--- src/rtl/b1_trk_pkg.sv ---
// Shared constants for the B1 tracking channel: code geometry, NCO defaults,
// Gold-code generator polynomials and the PRN to G2 phase-select table.
package b1_trk_pkg;

   localparam int          CODE_LEN  = 2046;
   localparam int          NCO_W     = 32;
   localparam logic [NCO_W-1:0] FCW_INIT = 32'h10E5_6041;
   localparam logic [10:0] CHIP_LAST = 11'(CODE_LEN - 1);

   // bit0 = stage 1; the generator output is stage 11
   localparam logic [10:0] G1_INIT = 11'b010_1010_1010;
   localparam logic [10:0] G2_INIT = 11'b010_1010_1010;

   // feedback taps: G1 = 1+x+x7+x8+x9+x10+x11, G2 = 1+x+x2+x3+x4+x5+x8+x9+x11
   localparam logic [10:0] G1_POLY = 11'b111_1100_0001;
   localparam logic [10:0] G2_POLY = 11'b101_1001_1111;

   // PRN n lives at index n-1; each entry selects two G2 stages
   localparam logic [10:0] PRN_G2_TAPS [0:9] = '{
      11'h005, 11'h009, 11'h011, 11'h021, 11'h081,
      11'h101, 11'h201, 11'h401, 11'h042, 11'h00C
   };

endpackage

--- src/rtl/b1_gold_lfsr.sv ---
// G1/G2 Gold-code pair. Steps once per chip, reloads the INIT words at the
// truncated epoch boundary, and phase-selects G2 through the tap mask.
module b1_gold_lfsr
   import b1_trk_pkg::*;
(
   input  logic        clk_i,
   input  logic        rst_n_i,
   input  logic        step_i,
   input  logic        reload_i,
   input  logic [10:0] taps_i,
   output logic        chip_o
);

   logic [10:0] g1_q, g1_d;
   logic [10:0] g2_q, g2_d;

   // Reload beats step so a restart landing on a chip edge starts clean.
   always_comb begin
      g1_d = g1_q;
      g2_d = g2_q;
      if (reload_i) begin
         g1_d = G1_INIT;
         g2_d = G2_INIT;
      end else if (step_i) begin
         g1_d = {g1_q[9:0], ^(g1_q & G1_POLY)};
         g2_d = {g2_q[9:0], ^(g2_q & G2_POLY)};
      end else begin
         g1_d = g1_q;
         g2_d = g2_q;
      end
   end

   // Generator state registers.
   always_ff @(posedge clk_i) begin
      if (!rst_n_i) begin
         g1_q <= G1_INIT;
         g2_q <= G2_INIT;
      end else begin
         g1_q <= g1_d;
         g2_q <= g2_d;
      end
   end

   assign chip_o = g1_q[10] ^ (^(g2_q & taps_i));

endmodule

--- src/rtl/b1_code_nco.sv ---
// B1 BOC(1,1) local replica: code NCO, half/chip counters, E/P/L symbol line,
// epoch pulse, and the FCW latch that only follows the loop filter at epochs.
module b1_code_nco
   import b1_trk_pkg::*;
(
   input  logic              rx_clk,
   input  logic              rx_rst_n,
   input  logic [NCO_W-1:0]  rx_prn_fcw,
   input  logic [10:0]       rx_g2_taps,
   input  logic              rx_code_load,
   output logic              tx_loc_bocE,
   output logic              tx_loc_bocP,
   output logic              tx_loc_bocL,
   output logic              tx_prn_sop,
   output logic [10:0]       tx_chip_cnt
);

   logic [NCO_W-1:0] acc_q, acc_d;
   logic [NCO_W-1:0] fcw_q, fcw_d;
   logic             half_q, half_d;
   logic [10:0]      chip_q, chip_d;
   logic [2:0]       sr_q, sr_d;
   logic [2:0]       flag_q, flag_d;
   logic             sop_q, sop_d;

   logic [NCO_W:0]   sum_s;
   logic             hc_tick_s;
   logic             wrap_s;
   logic             step_s;
   logic             reload_s;
   logic             chip_s;

   assign sum_s     = {1'b0, acc_q} + {1'b0, fcw_q};
   assign hc_tick_s = sum_s[NCO_W];
   assign wrap_s    = (chip_q == CHIP_LAST);
   assign step_s    = hc_tick_s & half_q & ~rx_code_load;
   assign reload_s  = rx_code_load | (step_s & wrap_s);

   b1_gold_lfsr u_lfsr (
      .clk_i    (rx_clk),
      .rst_n_i  (rx_rst_n),
      .step_i   (step_s),
      .reload_i (reload_s),
      .taps_i   (rx_g2_taps),
      .chip_o   (chip_s)
   );

   // Next state: a load restarts everything; a tick advances half/chip and the symbol line.
   always_comb begin
      acc_d  = sum_s[NCO_W-1:0];
      fcw_d  = fcw_q;
      half_d = half_q;
      chip_d = chip_q;
      sr_d   = sr_q;
      flag_d = flag_q;
      sop_d  = 1'b0;
      if (rx_code_load) begin
         acc_d  = '0;
         fcw_d  = rx_prn_fcw;
         half_d = 1'b0;
         chip_d = 11'd0;
         sr_d   = 3'b000;
         flag_d = 3'b000;
      end else if (hc_tick_s) begin
         half_d = ~half_q;
         sr_d   = {sr_q[1:0], chip_s ^ half_q};
         flag_d = {flag_q[1:0], (chip_q == 11'd0) && !half_q};
         sop_d  = flag_q[0];
         if (half_q && wrap_s) begin
            chip_d = 11'd0;
            fcw_d  = rx_prn_fcw;
         end else if (half_q) begin
            chip_d = chip_q + 11'd1;
         end else begin
            chip_d = chip_q;
         end
      end else begin
         sop_d = 1'b0;
      end
   end

   // State and output registers.
   always_ff @(posedge rx_clk) begin
      if (!rx_rst_n) begin
         acc_q  <= '0;
         fcw_q  <= FCW_INIT;
         half_q <= 1'b0;
         chip_q <= 11'd0;
         sr_q   <= 3'b000;
         flag_q <= 3'b000;
         sop_q  <= 1'b0;
      end else begin
         acc_q  <= acc_d;
         fcw_q  <= fcw_d;
         half_q <= half_d;
         chip_q <= chip_d;
         sr_q   <= sr_d;
         flag_q <= flag_d;
         sop_q  <= sop_d;
      end
   end

   assign tx_loc_bocE = sr_q[0];
   assign tx_loc_bocP = sr_q[1];
   assign tx_loc_bocL = sr_q[2];
   assign tx_prn_sop  = sop_q;
   assign tx_chip_cnt = chip_q;

endmodule

--- config.mk ---
export PLATFORM = sky130hd
export DESIGN_NAME = b1_code_nco
export DESIGN_NICKNAME = d
export VERILOG_FILES = /design/src/rtl/b1_trk_pkg.sv /design/src/rtl/b1_gold_lfsr.sv /design/src/rtl/b1_code_nco.sv
export SDC_FILE = /design/constraint.sdc
export NUM_CORES = 1
export LEC_CHECK = 0
export ABC_CLOCK_PERIOD_IN_PS = 6000
export CORE_ASPECT_RATIO = 0.6
export CORE_MARGIN = 2
export CORE_UTILIZATION = 35
export DETAILED_ROUTE_END_ITERATION = 10
export MAX_ROUTING_LAYER = met4
export SETUP_SLACK_MARGIN = 0.2
export SYNTH_ARGS = -nofsm -noshare
export SYNTH_HDL_FRONTEND = slang
export SYNTH_HIERARCHICAL = 1
export SYNTH_SLANG_ARGS = --single-unit
--- constraint.sdc ---
create_clock -name rx_clk -period 6 [get_ports rx_clk]
set_input_delay 1.2 -clock rx_clk [delete_from_list [all_inputs] [get_ports rx_clk]]
set_output_delay 1.2 -clock rx_clk [all_outputs]
set_load 0.05 [all_outputs]
==> results of run 1 <==
==> sequential cells by signal, summed over array words and instances (netlist names) <==
| name | flops |
|---|---|
| half_q | 1 |
| u_lfsr/g2_q | 11 |
| sr_q | 3 |
| tx_prn_sop | 1 |
| u_lfsr/g1_q | 11 |
| tx_chip_cnt | 11 |
| flag_q | 1 |
| acc_q | 32 |
| fcw_q | 32 |
==> worst min path at each step <==
stage | start | endpoint | slack [ns] | cells after the start
after floorplan | u_lfsr/g1_q[1]$_SDFFE_PP1P_ | u_lfsr/g1_q[1]$_SDFFE_PP1P_ | 0.44 | 2
after global placement | u_lfsr/g1_q[3]$_SDFFE_PP1P_ | u_lfsr/g1_q[3]$_SDFFE_PP1P_ | 0.46 | 2
after detailed placement | flag_q[0]$_SDFFE_PP0P_ | tx_prn_sop$_SDFF_PP0_ | 0.46 | 1
after CTS | flag_q[0]$_SDFFE_PP0P_ | tx_prn_sop$_SDFF_PP0_ | 0.48 | 1
after global routing | fcw_q[12]$_SDFFE_PN0P_ | fcw_q[12]$_SDFFE_PN0P_ | 0.50 | 2
final | flag_q[0]$_SDFFE_PP0P_ | tx_prn_sop$_SDFF_PP0_ | 0.48 | 1
==> logic make-up after synthesis <==
family / count (synthesis)
AOI/OAI and AO/OA: 135
muxes: 35
adders and majority gates: 36
and+or+nand+nor: 251
DFF: 103
xor gates and xnor gates: 44
buffers and inverters: 46
==> layer usage <==
metal  up-vias  part of all wire, %  routed length, um  track usage, %
met3        21                  5.4                718            4.07
li1       2384                    -                  -               -
met5         -                    0                  0               -
met4         0                  1.5                204            4.82
met2       114                   37               4940            22.1
met1      2208                   56               7350            24.7
==> cells in the final DEF, fill, tap and decap left out, types with 20 or more instances in the layout <==
cell	n
sky130_fd_sc_hd__clkdlybuf4s50_1	59
sky130_fd_sc_hd__mux2i_1	35
sky130_fd_sc_hd__a21oi_1	37
sky130_fd_sc_hd__nand2_1	88
sky130_fd_sc_hd__dfxtp_1	103
sky130_fd_sc_hd__nor2_1	59
sky130_fd_sc_hd__xor2_1	20
sky130_fd_sc_hd__o21ai_0	36
sky130_fd_sc_hd__nand3_1	40
sky130_fd_sc_hd__xnor2_1	20
sky130_fd_sc_hd__ha_1	35
==> power breakdown <==
part           total [mW]  switching [mW]  internal (mW)
clock               0.581           0.259          0.322
combinational       0.248           0.140          0.109
sequential          0.723          0.0127          0.710
==> worst max-delay path: stages (launching register included) <==
cell                      delay (ns)
sky130_fd_sc_hd__dfxtp_1        0.32
sky130_fd_sc_hd__ha_1           0.44
sky130_fd_sc_hd__a21oi_1        0.14
sky130_fd_sc_hd__o21ai_2        0.17
sky130_fd_sc_hd__nor4_1         0.07
sky130_fd_sc_hd__o41a_1         0.46
sky130_fd_sc_hd__and2_4         0.18
sky130_fd_sc_hd__o31ai_4        0.78
sky130_fd_sc_hd__nand2_1        0.32
sky130_fd_sc_hd__nor2_2         0.15
sky130_fd_sc_hd__buf_4          0.35
sky130_fd_sc_hd__mux2i_1        0.23
sky130_fd_sc_hd__nand2_1        0.07
==> final cells by class <==
| cell class | instances | area, sq um |
|---|---|---|
| multi-input combinational | 501 | 3350 |
| clock inverter | 5 | 58.8 |
| clock buffer | 10 | 229 |
| fill | 1506 | 8860 |
| timing repair buffer | 66 | 641 |
| sequential | 103 | 2060 |
| tap | 203 | 254 |
| inverter | 12 | 45.0 |
==> results.json, run 1 <==
{
  "yosysWarningCount": 6,
  "syn-cell-area_sq_um": 5620,
  "drt_iter0_drc": 305,
  "reg2reg_slack_ns": 2.15,
  "power_mw": 1.55,
  "timing.critical_path.arrival_ns": 4.04,
  "hold_viol_final": 0,
  "drt_pass1_iterations": 7,
  "hpwl_um": 9530,
  "synth_fp_nets": 732,
  "routed_wl_um": 13200,
  "clock_sinks": 103,
  "diodes": 0,
  "numPortBuffers": 60,
  "maxCapViolCount": 0,
  "combinational_family_with_the_most_area_after_synthesis": "simple AND/OR/NAND/NOR gates",
  "endpoint": "u_lfsr/g2_q[5]$_SDFFE_PP1P_",
  "final-max-slew-violation-count": 0,
  "clock_latency_on_the_worst_skew_pair_ns": 0.35,
  "synth_largest_area_cell": "sky130_fd_sc_hd__dfxtp_1",
  "hold_slack_ns": 0.478,
  "worstSetupEndpointType": "flop",
  "gpl.final_weighted_congestion": 0.841,
  "yosys.area_share.adder_pct": 8.16,
  "ff_to_ff_end": "u_lfsr/g2_q[5]$_SDFFE_PP1P_",
  "post-route-period-util_pct": 64.1,
  "regToRegStartpoint": "fcw_q[17]$_SDFFE_PN0P_",
  "grt_pass1_vias": 4465,
  "drt-vias-per-instance": 5.25,
  "maxClockFrequency_mhz": 260,
  "layout_setup_ws_ns": 2.15,
  "grt_setup_unrepaired": "false",
  "synth_edf_count": 0,
  "yosysSeqAreaShare_pct": 36.7,
  "cts_made_buffers": 9,
  "primary_ff_master_synth": "sky130_fd_sc_hd__dfxtp_1",
  "synth.top_cells.by_count": "sky130_fd_sc_hd__dfxtp_1 (103), sky130_fd_sc_hd__nand2_1 (88), sky130_fd_sc_hd__nor2_1 (60), sky130_fd_sc_hd__nand3_1 (40), sky130_fd_sc_hd__a21oi_1 (37)",
  "outcome": "complete, but fails checks",
  "cts_root_buffer": "sky130_fd_sc_hd__clkbuf_16",
  "post_cts.repair.setup_buffers": 0,
  "post_synth.cell_area_avg_sq_um": 8.64,
  "grt_start_max_net_pins": 59,
  "worst_clock_skew_ns": 0.00968,
  "finalSetupTns_ns": 0,
  "vdd_drop_max_mv": 0.140,
  "violations": "DRC",
  "yosys.area_share.xor_xnor_pct": 7.84,
  "p_per_area_nw_per_um2": 234,
  "layout_min_cycle_time_ns": 3.85,
  "p_leak_nw": 2.63,
  "crit_path_start": "fcw_q[17]$_SDFFE_PN0P_",
  "relative_slew_slack_pct": 29.9,
  "post_synth_and_or_nand_nor_area_fraction_pct": 20.9,
  "grt_util_all_layers_pct": 16.7,
  "clockBufferDepth": 2,
  "setup.worst_path.class": "flop to flop",
  "postSynthRegisterBits": 103,
  "wl_per_cell_um": 14.7,
  "initial_core_util_pct": 36.2,
  "fp-row-count": 35,
  "design.core.area_sq_um": 15500,
  "nets": 775,
  "htreeDepth": 3,
  "syn-instance-count": 650,
  "complex_gate_fraction_of_the_synthesized_area_pct": 16.3,
  "postCtsResizedCells": 0,
  "instance_area_after_placement_sq_um": 6350,
  "post_placement_cell_count": 885,
  "post_cts_hold_buffer_count": 0,
  "grt_remaining_overflow": 0,
  "ant_nets": 0,
  "asyncSetResetFlopFracSynth_pct": 0,
  "synth_top_area_share_pct": 36.7,
  "yosys-mux-area-fraction_pct": 6.24,
  "synthToLayoutAreaGrowth_pct": 18.3,
  "crit_path_start_kind": "flop",
  "synthTopCellsByArea": "sky130_fd_sc_hd__dfxtp_1 (37%), sky130_fd_sc_hd__ha_1 (7.8%), sky130_fd_sc_hd__mux2i_1 (6.2%)",
  "tritoncts": "yes",
  "io_pins": 61,
  "yosys.cell_types.count": 61,
  "num_vias": 4727,
  "setup_viol_count_final": 0,
  "cp_max_fo": 24,
  "die_area_sq_um": 17100,
  "clk_pin_slew_worst_paths_ns": 0.07,
  "floorplan.die.height_um": 102,
  "post-place-ws_ns": 2.18,
  "grt_antenna_before_repair": 0,
  "yosysMostFrequentCell": "sky130_fd_sc_hd__dfxtp_1",
  "r2r.worst_path.cells": 12,
  "finish.utilization_pct": 42.8,
  "required_ns": 6.20,
  "worst_pin_slew_ns": 1.05,
  "grt_pass1_wl_um": 22400,
  "worst_hold_path_type": "flop to flop",
  "post_route_drc": 6,
  "post-route-cell-area_sq_um": 6640,
  "post_layout_nonfiller_instances": 900,
  "dieWidth_um": 168,
  "layout-drive-gt1-share_pct": 5.31
}
Note: power is estimated with default switching activity, not from simulation.
==> run 2, diff against run 1 <==
- ABC_CLOCK_PERIOD_IN_PS: 6000 -> 3700
- clock period: 6 -> 3.7 ns (I/O delays scaled with it)
==> results.json, run 2 (synthesis results as in run 1) <==
{
  "worst_hold_path_type": "flop to flop",
  "min_to": "u_lfsr/g1_q[1]$_SDFFE_PP1P_",
  "cts_root_buffer": "sky130_fd_sc_hd__clkbuf_16",
  "violations": "DRC",
  "diodes": 0,
  "clock_sinks": 103,
  "cp_slowest_stage_delay_ns": 0.53,
  "drt_iter0_drc": 312,
  "setup_viol_count_final": 0,
  "hpwl_um": 10000,
  "maxClockFrequency_mhz": 308,
  "final_common_cell": "sky130_fd_sc_hd__dfxtp_1",
  "timing.critical_path.arrival_ns": 3.48,
  "layout-drive-gt1-share_pct": 5.85,
  "floorplan.die.height_um": 102,
  "worst_pin_slew_ns": 0.833,
  "post-place-ws_ns": 0.489,
  "crit_buf_inv": 2,
  "final-max-slew-violation-count": 0,
  "post_cts.repair.setup_buffers": 0,
  "drt-vias-per-instance": 5.22,
  "post-route-cell-area_sq_um": 6710,
  "grt_antenna_before_repair": 0,
  "p_per_area_nw_per_um2": 391,
  "outcome": "complete, but fails checks",
  "synthToLayoutAreaGrowth_pct": 19.5,
  "path_cells": "ha_1 > fa_1 > a21o_1 > a221oi_2 > o311ai_2 > o21ai_1 > a21oi_1 > o22ai_4 > inv_1 > nor2b_1 > buf_4 > nand2_1",
  "design.core.area_sq_um": 15500,
  "post_layout_nonfiller_instances": 904,
  "htreeDepth": 3,
  "clockBufferDepth": 2,
  "initial_core_util_pct": 36.2,
  "fillerInstances": 1547,
  "dieWidth_um": 168,
  "num_vias": 4718,
  "top_registers": "acc_q x32, fcw_q x32",
  "post_cts_hold_buffer_count": 0,
  "routed_wl_um": 13600,
  "power_mw": 2.63,
  "vdd_drop_max_mv": 0.207,
  "cp_max_fo": 8,
  "tritoncts": "yes",
  "finalSetupTns_ns": 0,
  "ff_to_ff_end": "u_lfsr/g2_q[9]$_SDFFE_PP1P_",
  "grt_remaining_overflow": 0,
  "relative_slew_slack_pct": 44.4,
  "nets": 778,
  "instance_area_after_placement_sq_um": 6380,
  "reg2reg_slack_ns": 0.45,
  "gpl.final_weighted_congestion": 0.895,
  "cts_made_buffers": 9,
  "worst_clock_skew_ns": 0.00922,
  "clk_pin_slew_worst_paths_ns": 0.07,
  "regToRegStartpoint": "fcw_q[0]$_SDFFE_PN1P_",
  "p_leak_nw": 2.67,
  "fp-row-count": 35,
  "postCtsResizedCells": 0,
  "wl_per_cell_um": 15.1,
  "r2r.worst_path.cells": 12,
  "layout_min_cycle_time_ns": 3.25,
  "die_area_sq_um": 17100,
  "grt_pass1_vias": 4461,
  "worstSetupEndpointType": "flop",
  "post_route_drc": 6,
  "maxCapViolCount": 0,
  "crit_path_start_kind": "flop",
  "drt_pass1_iterations": 8,
  "post-route-period-util_pct": 87.8,
  "grt_setup_unrepaired": "false",
  "layout.cells.most_common_list": "sky130_fd_sc_hd__dfxtp_1 (103), sky130_fd_sc_hd__nand2_1 (88), sky130_fd_sc_hd__nor2_1 (59), sky130_fd_sc_hd__clkdlybuf4s50_1 (59), sky130_fd_sc_hd__nand3_1 (40)",
  "numPortBuffers": 60,
  "grt_pass1_wl_um": 22600,
  "layout_setup_ws_ns": 0.450,
  "slowest_stage_cell_cp": "sky130_fd_sc_hd__nor2b_1",
  "grt_start_max_net_pins": 55,
  "io_pins": 61,
  "hold_viol_final": 0,
  "setup.worst_path.class": "flop to flop",
  "post_placement_cell_count": 888,
  "crit_path_start": "fcw_q[0]$_SDFFE_PN1P_",
  "top_cell_family_by_delay_on_the_critical_path": "compound AO/OA/AOI/OAI gates",
  "grt_util_all_layers_pct": 16.9,
  "clock_latency_on_the_worst_skew_pair_ns": 0.34,
  "min_delay_path_depth": 2,
  "min-delay-start": "u_lfsr/g1_q[1]$_SDFFE_PP1P_",
  "required_ns": 3.93,
  "ant_nets": 0
}
[run 2: cell count changes in the layout (fill, tap and decap cells not counted), sizes merged]
cell and change:
bufinv +1, clkinv -1, buf +3, clkbuf +2, clkinvlp -1
[run 2: through the flow]
step	hold WS, ns	utilization, %
CTS	0.479	43.3
detailed placement	0.466	41.1
finish	0.478	43.3
floorplan	0.441	-
global placement	0.456	41.1
global route	0.505	43.3
[run 2: area by class of cell]
| type | count | area [sq um] | area share (%) |
|---|---|---|---|
| flip-flops and latches | 103 | 2060 | 30.7 |
| repair buffers | 69 | 663 | 9.88 |
| clock inverters | 4 | 76.3 | 1.14 |
| clock buffers | 12 | 256 | 3.82 |
| well taps | 203 | 254 | 3.79 |
| multi-input cells | 501 | 3350 | 50.0 |
| inverters | 12 | 45.0 | 0.671 |
[run 2: worst max path at each step]
stage | slack, ns | end | depth (start not counted)
2_1_floorplan | 0.66 | u_lfsr/g1_q[3]$_SDFFE_PP1P_ | 15
3_3_place_gp | 0.61 | fcw_q[13]$_SDFFE_PN1P_ | 11
3_5_place_dp | 0.49 | u_lfsr/g2_q[3]$_SDFFE_PP1P_ | 12
4_1_cts | 0.45 | u_lfsr/g2_q[3]$_SDFFE_PP1P_ | 12
5_1_grt | 0.22 | u_lfsr/g2_q[0]$_SDFFE_PP0P_ | 13
6_report | 0.45 | u_lfsr/g2_q[9]$_SDFFE_PP1P_ | 12
[run 2: metal layers]
layer,share of wire (%),global-route usage (%),vias to the layer above,routed length (um)
li1,-,-,2402,-
met1,54,24.9,2200,7440
met2,39,23.0,102,5310
met3,5.5,3.76,14,753
met4,1.1,3.88,0,147
met5,0,-,-,0
[run 2: worst register-to-register path, stage by stage (launching register included)]
cell                       delay, ns
sky130_fd_sc_hd__dfxtp_1        0.33
sky130_fd_sc_hd__ha_1           0.21
sky130_fd_sc_hd__fa_1           0.41
sky130_fd_sc_hd__a21o_1         0.21
sky130_fd_sc_hd__a221oi_2       0.45
sky130_fd_sc_hd__o311ai_2       0.16
sky130_fd_sc_hd__o21ai_1        0.19
sky130_fd_sc_hd__a21oi_1        0.14
sky130_fd_sc_hd__o22ai_4        0.12
sky130_fd_sc_hd__inv_1          0.06
sky130_fd_sc_hd__nor2b_1        0.53
sky130_fd_sc_hd__buf_4          0.26
sky130_fd_sc_hd__nand2_1        0.06
[run 2: power by group]
part           internal (mW)  switching, mW
clock network          0.633          0.414
logic                  0.178          0.229
registers               1.15         0.0206
total                   1.96          0.664
